<file path="src/rtl/shift_sequencer.sv">
// shift_sequencer: multi-bit shift controller that steps an external one-bit shifter once per clock
//   clk, rst_n                    clock (rising edge), asynchronous active-low reset
//   in_valid/in_ready             request handshake; in_data, in_op (00 SLL, 01 SRL, 11 SRA, 10 SLL), in_amt
//   out_valid/out_ready           result handshake; out_data, out_c (last bit out), out_zero
//   busy                          high whenever not idle
//   sh_a/sh_la/sh_lr, sh_y/sh_c   drive and result of the external combinational shifter
module shift_sequencer #(
    parameter int WIDTH = 8,
    parameter int CNT_W = 3
) (
    input  logic             clk,
    input  logic             rst_n,
    input  logic             in_valid,
    output logic             in_ready,
    input  logic [WIDTH-1:0] in_data,
    input  logic [1:0]       in_op,
    input  logic [CNT_W-1:0] in_amt,
    output logic             out_valid,
    input  logic             out_ready,
    output logic [WIDTH-1:0] out_data,
    output logic             out_c,
    output logic             out_zero,
    output logic             busy,
    output logic [WIDTH-1:0] sh_a,
    output logic             sh_la,
    output logic             sh_lr,
    input  logic [WIDTH-1:0] sh_y,
    input  logic             sh_c
);
    typedef enum logic [1:0] {IDLE, SHIFT, DONE} state_e;
    state_e           state_q;
    logic [WIDTH-1:0] work_q;
    logic [CNT_W-1:0] cnt_q;
    logic [1:0]       op_q;
    logic             carry_q;
    logic             in_ready_q;
    logic             out_valid_q;
    logic             busy_q;
    always_ff @(posedge clk or negedge rst_n) begin
        if (!rst_n) begin
            state_q     <= IDLE;
            work_q      <= '0;
            cnt_q       <= '0;
            op_q        <= '0;
            carry_q     <= 1'b0;
            in_ready_q  <= 1'b1;
            out_valid_q <= 1'b0;
            busy_q      <= 1'b0;
        end else begin
            case (state_q)
                IDLE: if (in_valid) begin
                    work_q      <= in_data;
                    op_q        <= in_op;
                    cnt_q       <= in_amt;
                    carry_q     <= 1'b0;
                    in_ready_q  <= 1'b0;
                    busy_q      <= 1'b1;
                    // a zero amount skips the shifter entirely
                    state_q     <= (in_amt != '0) ? SHIFT : DONE;
                    out_valid_q <= (in_amt == '0);
                end
                SHIFT: begin
                    work_q  <= sh_y;
                    carry_q <= sh_c;
                    cnt_q   <= cnt_q - CNT_W'(1);
                    if (cnt_q == CNT_W'(1)) begin
                        state_q     <= DONE;
                        out_valid_q <= 1'b1;
                    end
                end
                DONE: if (out_ready) begin
                    state_q     <= IDLE;
                    out_valid_q <= 1'b0;
                    in_ready_q  <= 1'b1;
                    busy_q      <= 1'b0;
                end
                default: state_q <= IDLE;
            endcase
        end
    end
    assign in_ready  = in_ready_q;
    assign out_valid = out_valid_q;
    assign busy      = busy_q;
    assign out_data  = work_q;
    assign out_c     = carry_q;
    assign out_zero  = (work_q == '0);
    assign sh_a      = work_q;
    assign sh_la     = op_q[1];
    assign sh_lr     = op_q[0];
endmodule

</file>
<file path="config.mk">
export PLATFORM = sky130hd
export DESIGN_NAME = shift_sequencer
export DESIGN_NICKNAME = d
export VERILOG_FILES = /design/src/rtl/shift_sequencer.sv
export SDC_FILE = /design/constraint.sdc
export NUM_CORES = 1
export LEC_CHECK = 0
export ABC_AREA = 1
export CORE_MARGIN = 1.5
export CORE_UTILIZATION = 25
export CTS_BUF_LIST = sky130_fd_sc_hd__clkbuf_16
export DETAILED_ROUTE_END_ITERATION = 7
export DONT_BUFFER_PORTS = 1
export HOLD_SLACK_MARGIN = 0.06
export PLACE_DENSITY = 0.39
export SYNTH_ARGS = -nofsm -noshare
export SYNTH_HDL_FRONTEND = slang
export SYNTH_SLANG_ARGS = --single-unit
</file>
<file path="constraint.sdc">
create_clock -name clk -period 3.4 [get_ports clk]
set_input_delay 1.02 -clock clk [delete_from_list [all_inputs] [get_ports clk]]
set_output_delay 1.02 -clock clk [all_outputs]
set_load 0.01 [all_outputs]
</file>
==> qor.txt, run 1 <==
Result of the run - finished, final reports clean
Finished Layout Cells - 216
Largest buffer count on any clock path - 2
Largest fanout on the critical path - 3
Nets - 183
Least setup slack across all paths after layout - 1208 ps
Cell area after technology mapping - 1232 sq um
Met2 wire len - 1203 um
Final weighted congestion in routability-driven placement - 0.6982
Mean cell area of the mapped netlist - 7.850 sq um
Antenna Violating Nets Remaining - 0
Count of filler cells inserted in the layout - 514
Ratio of final minimum period to clock period - 64.46%
Total Routing Usage GR - 10.46%
Synthesized Nets - 190
Sink Count - 19
Transition at the pin with the smallest max-transition slack - 523.9 ps
Setup crit start kind - register
Count of inserted antenna diode cells - 0
Leakage - 0.6796 nW
Seq cells post-synth - 19
Hold Vio Cnt, Final - 0
Post-cts repair resize count - 0
Warning count from the yosys run - 0
Number of violations of the max-capacitance limit - 0
Post-synthesis sequential area ratio - 38.68%
Unrepaired setup endpoints after global routing - false
Std-Cell Rows - 25
Data required time at the worst endpoint - 2380 ps
Final number of max-transition violations - 0
Time the final worst path needs with I/O delays and setup - 2192 ps
Classification of the worst-slack hold path - in -> async
Pin count of the biggest net entering global routing - 22
Highest achievable clock rate - 456.3 MHz
Global-route wire length before repair - 4146 um
Share of final-layout standard cells stronger than drive strength 1 - 15.44%
Pre-Repair DR Iteration Count - 4
Worst setup path class - reg -> out
Post-placement worst setup slack - 1463 ps
Type of destination of the critical path - output port
Final global-route overflow total - 0
Setup Buffers After CTS - 0
Clock transition at the registers of the reported paths - 60 ps
DRC violations left - 0
Synth Instances - 157
Buffers added on ports - 0
Worst rel slew slack - 65.07%
Total power draw - 0.001349 W
Via/cell ratio - 4.130
Number of vias in the routed layout - 892
Number of antenna violations at the first check in global routing - 0
Ratio of total power to cell area - 1048 nW/um^2
Leading cell type in the layout, fill and taps excluded - sky130_fd_sc_hd__nand2_1
Crit path DAT - 1170 ps
Clock network latency to the later pin of the worst-skew pair - 250 ps
Overall routed net length - 2574 um
Met3 wire len - 231 um
Top routing layer used - met4
Via count of the first global-routing pass - 908
Number of setup violations in the final report - 0
Met1 WL - 1092 um
Library cells used by synthesis - 23
Initial cell density of the core - 26.09%
Layout area overhead - 4.467%
Drt initial violations - 20
Core area - 4723 sq um
Die area - 5360 sq um
CTS Hold Bufs - 0
Die extent in x - 73.21 um
Inserted Clock Buffers - 3
Detailed Place HPWL - 1945 um
Y dimension of the die - 73.21 um
Worst clock skew - 2.468 ps
Clock tree from TritonCTS - done
Total placed cells including tap cells - 212
Number of top-level pins - 49
Worst vdd ir - 0.2027 mV
Final routed wire length divided by cell count - 11.92 um
CTS H-tree lvls - 1
Root cell of the clock tree - sky130_fd_sc_hd__clkbuf_16
Most frequent cells in the layout - 61 x sky130_fd_sc_hd__nand2_1, 23 x sky130_fd_sc_hd__inv_1, 18 x sky130_fd_sc_hd__dfrtp_1
Post-Route Setup TNS - 0 ps
[layout make-up]
cell class / count / area [sq um] / share of cell area, %
Sequential cell: 19 / 476.7 / 37.03
Inverter: 24 / 90.09 / 6.997
Multi-Input combinational cell: 102 / 558.0 / 43.34
Clock buffer: 3 / 75.07 / 5.831
Tap cell: 67 / 83.83 / 6.511
Clock inverter: 1 / 3.754 / 0.2915
[registers in the layout (all words and copies together) (netlist names)]
| name | count |
|---|---|
| out_data | 8 |
| cnt_q | 3 |
| op_q | 2 |
| state_q | 2 |
| busy | 1 |
| in_ready | 1 |
| out_c | 1 |
| out_valid | 1 |
[stage by stage]
step                util, %  hold slack, ps  cell area [sq um]
global route          27.26           446.9               1287
global placement      25.59           481.7               1209
floorplan                 -           467.4               1232
CTS                   27.26           450.8               1287
finish                27.26           456.6               1287
detailed placement    25.59           481.4               1209
[path summary, 6_finish.rpt]
kind                                  start     endpoint  slack [ps]  depth (start not counted)
worst max-delay path            out_data[6]     out_zero        1210                          3
worst min-delay path                  rst_n  out_data[1]         460                          0
worst max register to register   state_q[1]  out_data[0]        1600                          6
worst min register to register     in_ready     in_ready         490                          2
max in group asynchronous             rst_n     in_ready        2770                          0
min in group clk                   in_ready     in_ready         490                          2
[critical path: stages (launching register included)]
cell,delay (ps)
sky130_fd_sc_hd__dfrtp_1,450
sky130_fd_sc_hd__inv_1,120
sky130_fd_sc_hd__nand4_1,120
sky130_fd_sc_hd__nor2_1,230
[power by group]
| part | internal, W | leakage [nW] | switching, W | total (W) |
|---|---|---|---|---|
| Clock | 0.000157 | 0.0423 | 0.0000882 | 0.000245 |
| Combinational | 0.000219 | 0.405 | 0.000396 | 0.000616 |
| Sequential | 0.000341 | 0.233 | 0.000148 | 0.000489 |
| Total | 0.000717 | 0.680 | 0.000632 | 0.00135 |
[synth_stat cells (all sizes together)]
cell type,n,area share [%]
nand2,62,19
nor2,4,1.2
dfrtp,18,37
dfstp,1,2.1
xnor2,1,0.71
or2,1,0.51
nand3,6,2.8
inv,24,7.3
mux2,2,1.8
ha,7,7.1
a21boi,1,0.61
o21ai,15,9.7
buf,12,8.7
o21bai,1,0.61
nand4,2,1.0
[logic make-up (layout without fill, tap and decap cells)]
group / after synthesis / count (layout) / synth area share, %
adders and majority gates: 7 / 7 / 7.106
DFF: 19 / 19 / 38.68
AOI/OAI and AO/OA: 17 / 17 / 10.96
xor gates and xnor gates: 1 / 1 / 0.7108
muxes: 2 / 2 / 1.827
and+or+nand+nor: 75 / 75 / 24.67
buffers and inverters: 36 / 28 / 16.04
[metal layers]
layer | vias up | GRT usage [%]
li1 | 456 | -
met1 | 403 | 11.85
met2 | 29 | 16.87
met3 | 4 | 4.420
met4 | 0 | 5.031
met5 | - | 0
Power figures use the tool's default switching activity.
==> run 2: changes to the inputs <==
--- a/config.mk
+++ b/config.mk
@@ -12,7 +12,7 @@
 export DETAILED_ROUTE_END_ITERATION = 7
 export DONT_BUFFER_PORTS = 1
 export HOLD_SLACK_MARGIN = 0.06
-export PLACE_DENSITY = 0.39
+export PLACE_DENSITY = 0.41
 export SYNTH_ARGS = -nofsm -noshare
 export SYNTH_HDL_FRONTEND = slang
 export SYNTH_SLANG_ARGS = --single-unit
==> constraint.sdc (replaced) <==
create_clock -name clk -period 1.8 [get_ports clk]
set_input_delay 0.54 -clock clk [delete_from_list [all_inputs] [get_ports clk]]
set_output_delay 0.54 -clock clk [all_outputs]
set_load 0.01 [all_outputs]
==> run 2 against run 1 <==
Count of clock-buffer cells in the layout did not move. Wire length grew 2.8%. First-iteration DRC count is 55% higher. Utilization rose by 0.37 points. Cell area up 1.4%. Clock skew up 1.8 ps. Largest cell class unchanged. Highest routed layer is now met3.
==> qor.txt, run 2 (synthesized netlist as in run 1, its figures left out) <==
Sink Count - 19 (unchanged)
Cell Chain, Critical Path - inv_1 -> nand4_1 -> nor2_1
Number of vias in the routed layout - 882 (-1.1%)
Root cell of the clock tree - sky130_fd_sc_hd__clkbuf_16
Die area - 5360 sq um (unchanged)
Setup crit start kind - register
Final instance area - 1305 sq um (+1.4%)
Largest register FFs - 8 (unchanged)
Worst rel slew slack - 43.20% (-22 points)
Ratio of final minimum period to clock period - 96.20%
Final global-route overflow total - 0 (unchanged)
Setup Buffers After CTS - 0 (unchanged)
Worst setup path class - reg -> out
DRC violations left - 0 (unchanged)
Hold Vio Cnt, Final - 0 (unchanged)
Final routed wire length divided by cell count - 12.14 um (+1.9%)
Via count of the first global-routing pass - 913 (+0.55%)
Crit path DAT - 1190 ps (+20 ps)
Nets - 185 (+1.1%)
Cell with the largest stage delay on the worst path - sky130_fd_sc_hd__dfrtp_1
Via/cell ratio - 4.046 (-2.0%)
Post-cts repair resize count - 0 (unchanged)
Time the final worst path needs with I/O delays and setup - 1732 ps
Clock tree from TritonCTS - done
Final core area utilization - 27.63% (+0.37 points)
Highest achievable clock rate - 577.5 MHz
Count of inserted antenna diode cells - 0 (unchanged)
Post-route worst hold slack - 131.8 ps (-324.8 ps)
Drt initial violations - 31 (+55%)
Ratio of total power to cell area - 1957 nW/um^2 (+87%)
Delay of the slowest cell on the worst path - 460 ps (about the same)
Classification of the worst-slack hold path - in -> async
Worst vdd ir - 0.6072 mV (+200%)
Total Routing Usage GR - 10.13% (-0.33 points)
Buffers added on ports - 0 (unchanged)
Reg2reg setup slack - 270 ps (-1330 ps)
Clock network latency to the later pin of the worst-skew pair - 250 ps (about the same)
Post-Route Setup TNS - 0 ps (unchanged)
Result of the run - finished, final reports clean
Post-placement worst setup slack - 280.1 ps (-1183 ps)
Y dimension of the die - 73.21 um (unchanged)
Final number of max-transition violations - 0 (unchanged)
Count of filler cells inserted in the layout - 521 (+1.4%)
Number of setup violations in the final report - 0 (unchanged)
Most frequent cells in the layout - 61 x sky130_fd_sc_hd__nand2_1, 23 x sky130_fd_sc_hd__inv_1, 18 x sky130_fd_sc_hd__dfrtp_1
Pin count of the biggest net entering global routing - 22 (unchanged)
Worst clock skew - 4.278 ps (+1.810 ps)
Overall routed net length - 2646 um (+2.8%)
Detailed Place HPWL - 1973 um (+1.4%)
Antenna Violating Nets Remaining - 0 (unchanged)
Placed Instance Area - 1216 sq um (+0.62%)
Leading cell type in the layout, fill and taps excluded - sky130_fd_sc_hd__nand2_1
CP top delay family - flip-flops
Die extent in x - 73.21 um (unchanged)
Largest buffer count on any clock path - 2 (unchanged)
Inserted Clock Buffers - 3 (unchanged)
Number of buffers and inverters on the critical path - 1 (unchanged)
Least setup slack across all paths after layout - 68.35 ps (-1140 ps)
Std-Cell Rows - 25 (unchanged)
Transition at the pin with the smallest max-transition slack - 849.2 ps (+325.2 ps)
Layout area overhead - 5.888%
Initial cell density of the core - 26.09% (unchanged)
Number of violations of the max-capacitance limit - 0 (unchanged)
Share of final-layout standard cells stronger than drive strength 1 - 15.89% (+0.46 points)
Pre-Repair DR Iteration Count - 3 (-1)
Global-route wire length before repair - 4064 um (-2.0%)
Core area - 4723 sq um (unchanged)
CTS H-tree lvls - 1 (unchanged)
Largest fanout on the critical path - 3 (unchanged)
Type of destination of the critical path - output port
Number of antenna violations at the first check in global routing - 0 (unchanged)
Clock transition at the registers of the reported paths - 60 ps (about the same)
Unrepaired setup endpoints after global routing - false
Data required time at the worst endpoint - 1260 ps (-1120 ps)
Final weighted congestion in routability-driven placement - 0.8355 (+20%)
Leakage - 0.6889 nW (+1.4%)
Number of top-level pins - 49 (unchanged)
run 2: final timing paths:
kind / from / to / cells after the start
worst max-delay path: out_data[4] / out_zero / 3
worst min-delay path: rst_n / in_ready / 0
worst max register to register: state_q[1] / out_data[4] / 6
worst min register to register: in_ready / in_ready / 2
max in group asynchronous: rst_n / op_q[1] / 1
min in group clk: sh_c / out_c / 2
run 2: per-layer routing:
metal  part of all wire [%]  track usage, %  wire length (um)  up-vias
met5                      0               0                 0        -
met4                      0          0.6289                 0        0
met3                     11           4.696               301        0
met2                     47           17.68              1231       33
met1                     42           11.83              1112      391
li1                       -               -                 -      458
run 2: where the power goes:
part	internal (W)	leakage [nW]	switching, W
sequential	0.000644	0.233	0.000281
clock	0.000296	0.0423	0.000160
combinational	0.000428	0.414	0.000746
run 2: timing repair:
action | in CTS | in global routing
endpoints found under the hold margin | 18 | 0
hold buffers | 1 | 0
setup endpoints to repair | 0 | 0
run 2: final cells by class:
| class | instances | area (sq um) | area share, % |
|---|---|---|---|
| inverter | 24 | 90.09 | 6.903 |
| clock inverter | 1 | 3.754 | 0.2876 |
| tap | 67 | 83.83 | 6.424 |
| clock buffer | 3 | 75.07 | 5.753 |
| sequential | 19 | 476.7 | 36.53 |
| multi-input combinational | 102 | 558.0 | 42.76 |
| timing repair buffer | 2 | 17.52 | 1.342 |
run 2: worst reg2reg max path, cell delays in order, from the launching register on:
cell and delay [ps]:
sky130_fd_sc_hd__dfrtp_1 410, sky130_fd_sc_hd__inv_1 110, sky130_fd_sc_hd__ha_1 290, sky130_fd_sc_hd__o21ai_2 120
sky130_fd_sc_hd__inv_2 340, sky130_fd_sc_hd__nand2_1 130, sky130_fd_sc_hd__o21ai_2 70
run 2: per-stage QoR:
| stage | power (W) | std cells |
|---|---|---|
| global placement | 0.002106 | 213 |
| finish | 0.002554 | 218 |
| floorplan | 0.002123 | 157 |
| detailed placement | 0.002121 | 213 |
| global route | 0.002818 | 218 |
| CTS | 0.002602 | 218 |
==> run 3: changes to the inputs <==
--- a/config.mk
+++ b/config.mk
@@ -6,11 +6,12 @@
 export NUM_CORES = 1
 export LEC_CHECK = 0
 export ABC_AREA = 1
+export CAP_MARGIN = 20
 export CORE_MARGIN = 1.5
 export CORE_UTILIZATION = 25
-export CTS_BUF_LIST = sky130_fd_sc_hd__clkbuf_16
 export DETAILED_ROUTE_END_ITERATION = 7
 export DONT_BUFFER_PORTS = 1
+export GPL_ROUTABILITY_DRIVEN = 0
 export HOLD_SLACK_MARGIN = 0.06
 export PLACE_DENSITY = 0.41
 export SYNTH_ARGS = -nofsm -noshare
==> run 3 against run 2 <==
Sequential power about the same. Critical endpoint unchanged. Flip-flop and latch count unchanged. Sequential share of layout area grew 0.90 points. Via count down 0.11%. Hold slack worse by 10 ps. Count of clock-buffer cells in the layout rose by 1. Fmax is 0.95% higher. Non-clock buffer count stayed put.
==> qor.txt, run 3 (synthesized netlist as in run 1, its figures left out) <==
Result of the run - finished, final reports clean
Count of filler cells inserted in the layout - 524 (+0.58%)
Count of inserted antenna diode cells - 0 (unchanged)
Layout area overhead - 3.350%
Multi-input combinational cell area - 560.5 sq um (+0.45%)
Ratio of total power to cell area - 1887 nW/um^2 (-3.6%)
Worst clock skew - 3.902 ps (-0.3765 ps)
Via/cell ratio - 4.041 (-0.11%)
DRC violations left - 0 (unchanged)
Crit path DAT - 1180 ps (about the same)
Number of violations of the max-capacitance limit - 0 (unchanged)
Core area - 4723 sq um (unchanged)
Overall routed net length - 2641 um (-0.19%)
Worst Reg-to-Reg Cells - 6 (unchanged)
Worst vdd ir - 0.6015 mV (-0.93%)
Number of antenna violations at the first check in global routing - 0 (unchanged)
Data required time at the worst endpoint - 1260 ps (about the same)
Path length in cells of the critical path - 3 (unchanged)
Buffers added on ports - 0 (unchanged)
Via count of the first global-routing pass - 906 (-0.77%)
Largest fanout on the critical path - 3 (unchanged)
Worst rel slew slack - 43.18% (about the same)
Post-route worst hold slack - 121.6 ps (-10.16 ps)
Post-placement worst setup slack - 280.1 ps (unchanged)
Sequential standard cell area - 476.7 sq um (unchanged)
Final routed wire length divided by cell count - 12.11 um (-0.19%)
Pin count of the biggest net entering global routing - 22 (unchanged)
Hold Vio Cnt, Final - 0 (unchanged)
Unrepaired setup endpoints after global routing - false
Most frequent cells in the layout - 61 x sky130_fd_sc_hd__nand2_1, 22 x sky130_fd_sc_hd__inv_1, 18 x sky130_fd_sc_hd__dfrtp_1
Initial cell density of the core - 26.09% (unchanged)
Clock network latency to the later pin of the worst-skew pair - 260 ps (about the same)
Final global-route overflow total - 0 (unchanged)
Setup Buffers After CTS - 0 (unchanged)
Cell Chain, Critical Path - inv_1 -> nand4_1 -> nor2_2
Setup crit start kind - register
Number of top-level pins - 49 (unchanged)
Number of vias in the routed layout - 881 (-0.11%)
Global-route wire length before repair - 4071 um (+0.17%)
Ratio of final minimum period to clock period - 95.30% (-0.91 points)
Y dimension of the die - 73.21 um (unchanged)
CP top delay family - flip-flops
Post-Route Setup TNS - 0 ps (unchanged)
Total Routing Usage GR - 10.25% (+0.12 points)
Final number of max-transition violations - 0 (unchanged)
Least setup slack across all paths after layout - 84.64 ps (+16.29 ps)
Detailed Place HPWL - 1973 um (unchanged)
Clock tree from TritonCTS - done
Cell with the largest stage delay on the worst path - sky130_fd_sc_hd__dfrtp_1
Drt initial violations - 20 (-35%)
Final core area utilization - 26.97% (-0.66 points)
Type of destination of the critical path - output port
Root cell of the clock tree - sky130_fd_sc_hd__clkbuf_8
Largest buffer count on any clock path - 2 (unchanged)
Classification of the worst-slack hold path - in -> async
Sink Count - 19 (unchanged)
Inserted Clock Buffers - 3 (unchanged)
Highest achievable clock rate - 583.0 MHz (+0.95%)
Delay of the slowest cell on the worst path - 470 ps (about the same)
Nets - 185 (unchanged)
CTS H-tree lvls - 1 (unchanged)
Transition at the pin with the smallest max-transition slack - 849.5 ps (+0.3640 ps)
Leakage - 0.6692 nW (-2.9%)
Number of setup violations in the final report - 0 (unchanged)
Clock transition at the registers of the reported paths - 70 ps (about the same)
Worst setup path class - reg -> out
Largest register FFs - 8 (unchanged)
Leading cell type in the layout, fill and taps excluded - sky130_fd_sc_hd__nand2_1
Number of buffers and inverters on the critical path - 1 (unchanged)
Die area - 5360 sq um (unchanged)
Antenna Violating Nets Remaining - 0 (unchanged)
Time the final worst path needs with I/O delays and setup - 1715 ps (-16.29 ps)
Die extent in x - 73.21 um (unchanged)
Share of final-layout standard cells stronger than drive strength 1 - 16.56% (+0.66 points)
Std-Cell Rows - 25 (unchanged)
Pre-Repair DR Iteration Count - 4 (+1)
[run 3: final cells by class]
type	instances	share of cell area, %
clock buffer	4	3.536
timing repair buffer	2	1.375
multi-input combinational	102	44.01
tap	67	6.582
inverter	24	7.073
sequential	19	37.43
[run 3: final timing paths]
path                              from           to  slack (ps)
max in group asynchronous        rst_n        out_c         440
min                              rst_n     in_ready         120
min reg2reg                   in_ready     in_ready         500
min in group clk                  sh_c        out_c         430
max reg2reg                 state_q[1]  out_data[2]         260
max                        out_data[4]     out_zero          80
[run 3: through the flow]
stage	power (W)	cell area, sq um	cells
floorplan	0.002123	1232	157
global placement	0.002106	1216	213
detailed placement	0.002121	1216	213
CTS	0.002448	1271	218
global route	0.002673	1274	218
finish	0.002403	1274	218
[run 3: repair_timing]
| item | CTS | global route |
|---|---|---|
| hold endpoints to repair | 18 | 0 |
| resized for setup | 0 | 1 |
| hold buffers | 1 | 0 |
| setup endpoints to repair | 0 | 1 |
[run 3: layer usage]
metal | track usage [%] | vias to the layer above | part of all wire (%)
met1 | 12.00 | 388 | 42
met4 | 1.258 | 0 | 0.42
li1 | - | 457 | -
met5 | 0 | - | 0
met2 | 17.58 | 33 | 46
met3 | 4.696 | 3 | 11
[run 3: where the power goes]
group | leakage, nW | internal (W) | switching (W) | total [W]
clock | 0.0228 | 0.000157 | 0.000142 | 0.000300
sequential | 0.233 | 0.000643 | 0.000282 | 0.000925
combinational | 0.414 | 0.000428 | 0.000750 | 0.00118
total | 0.669 | 0.00123 | 0.00117 | 0.00240
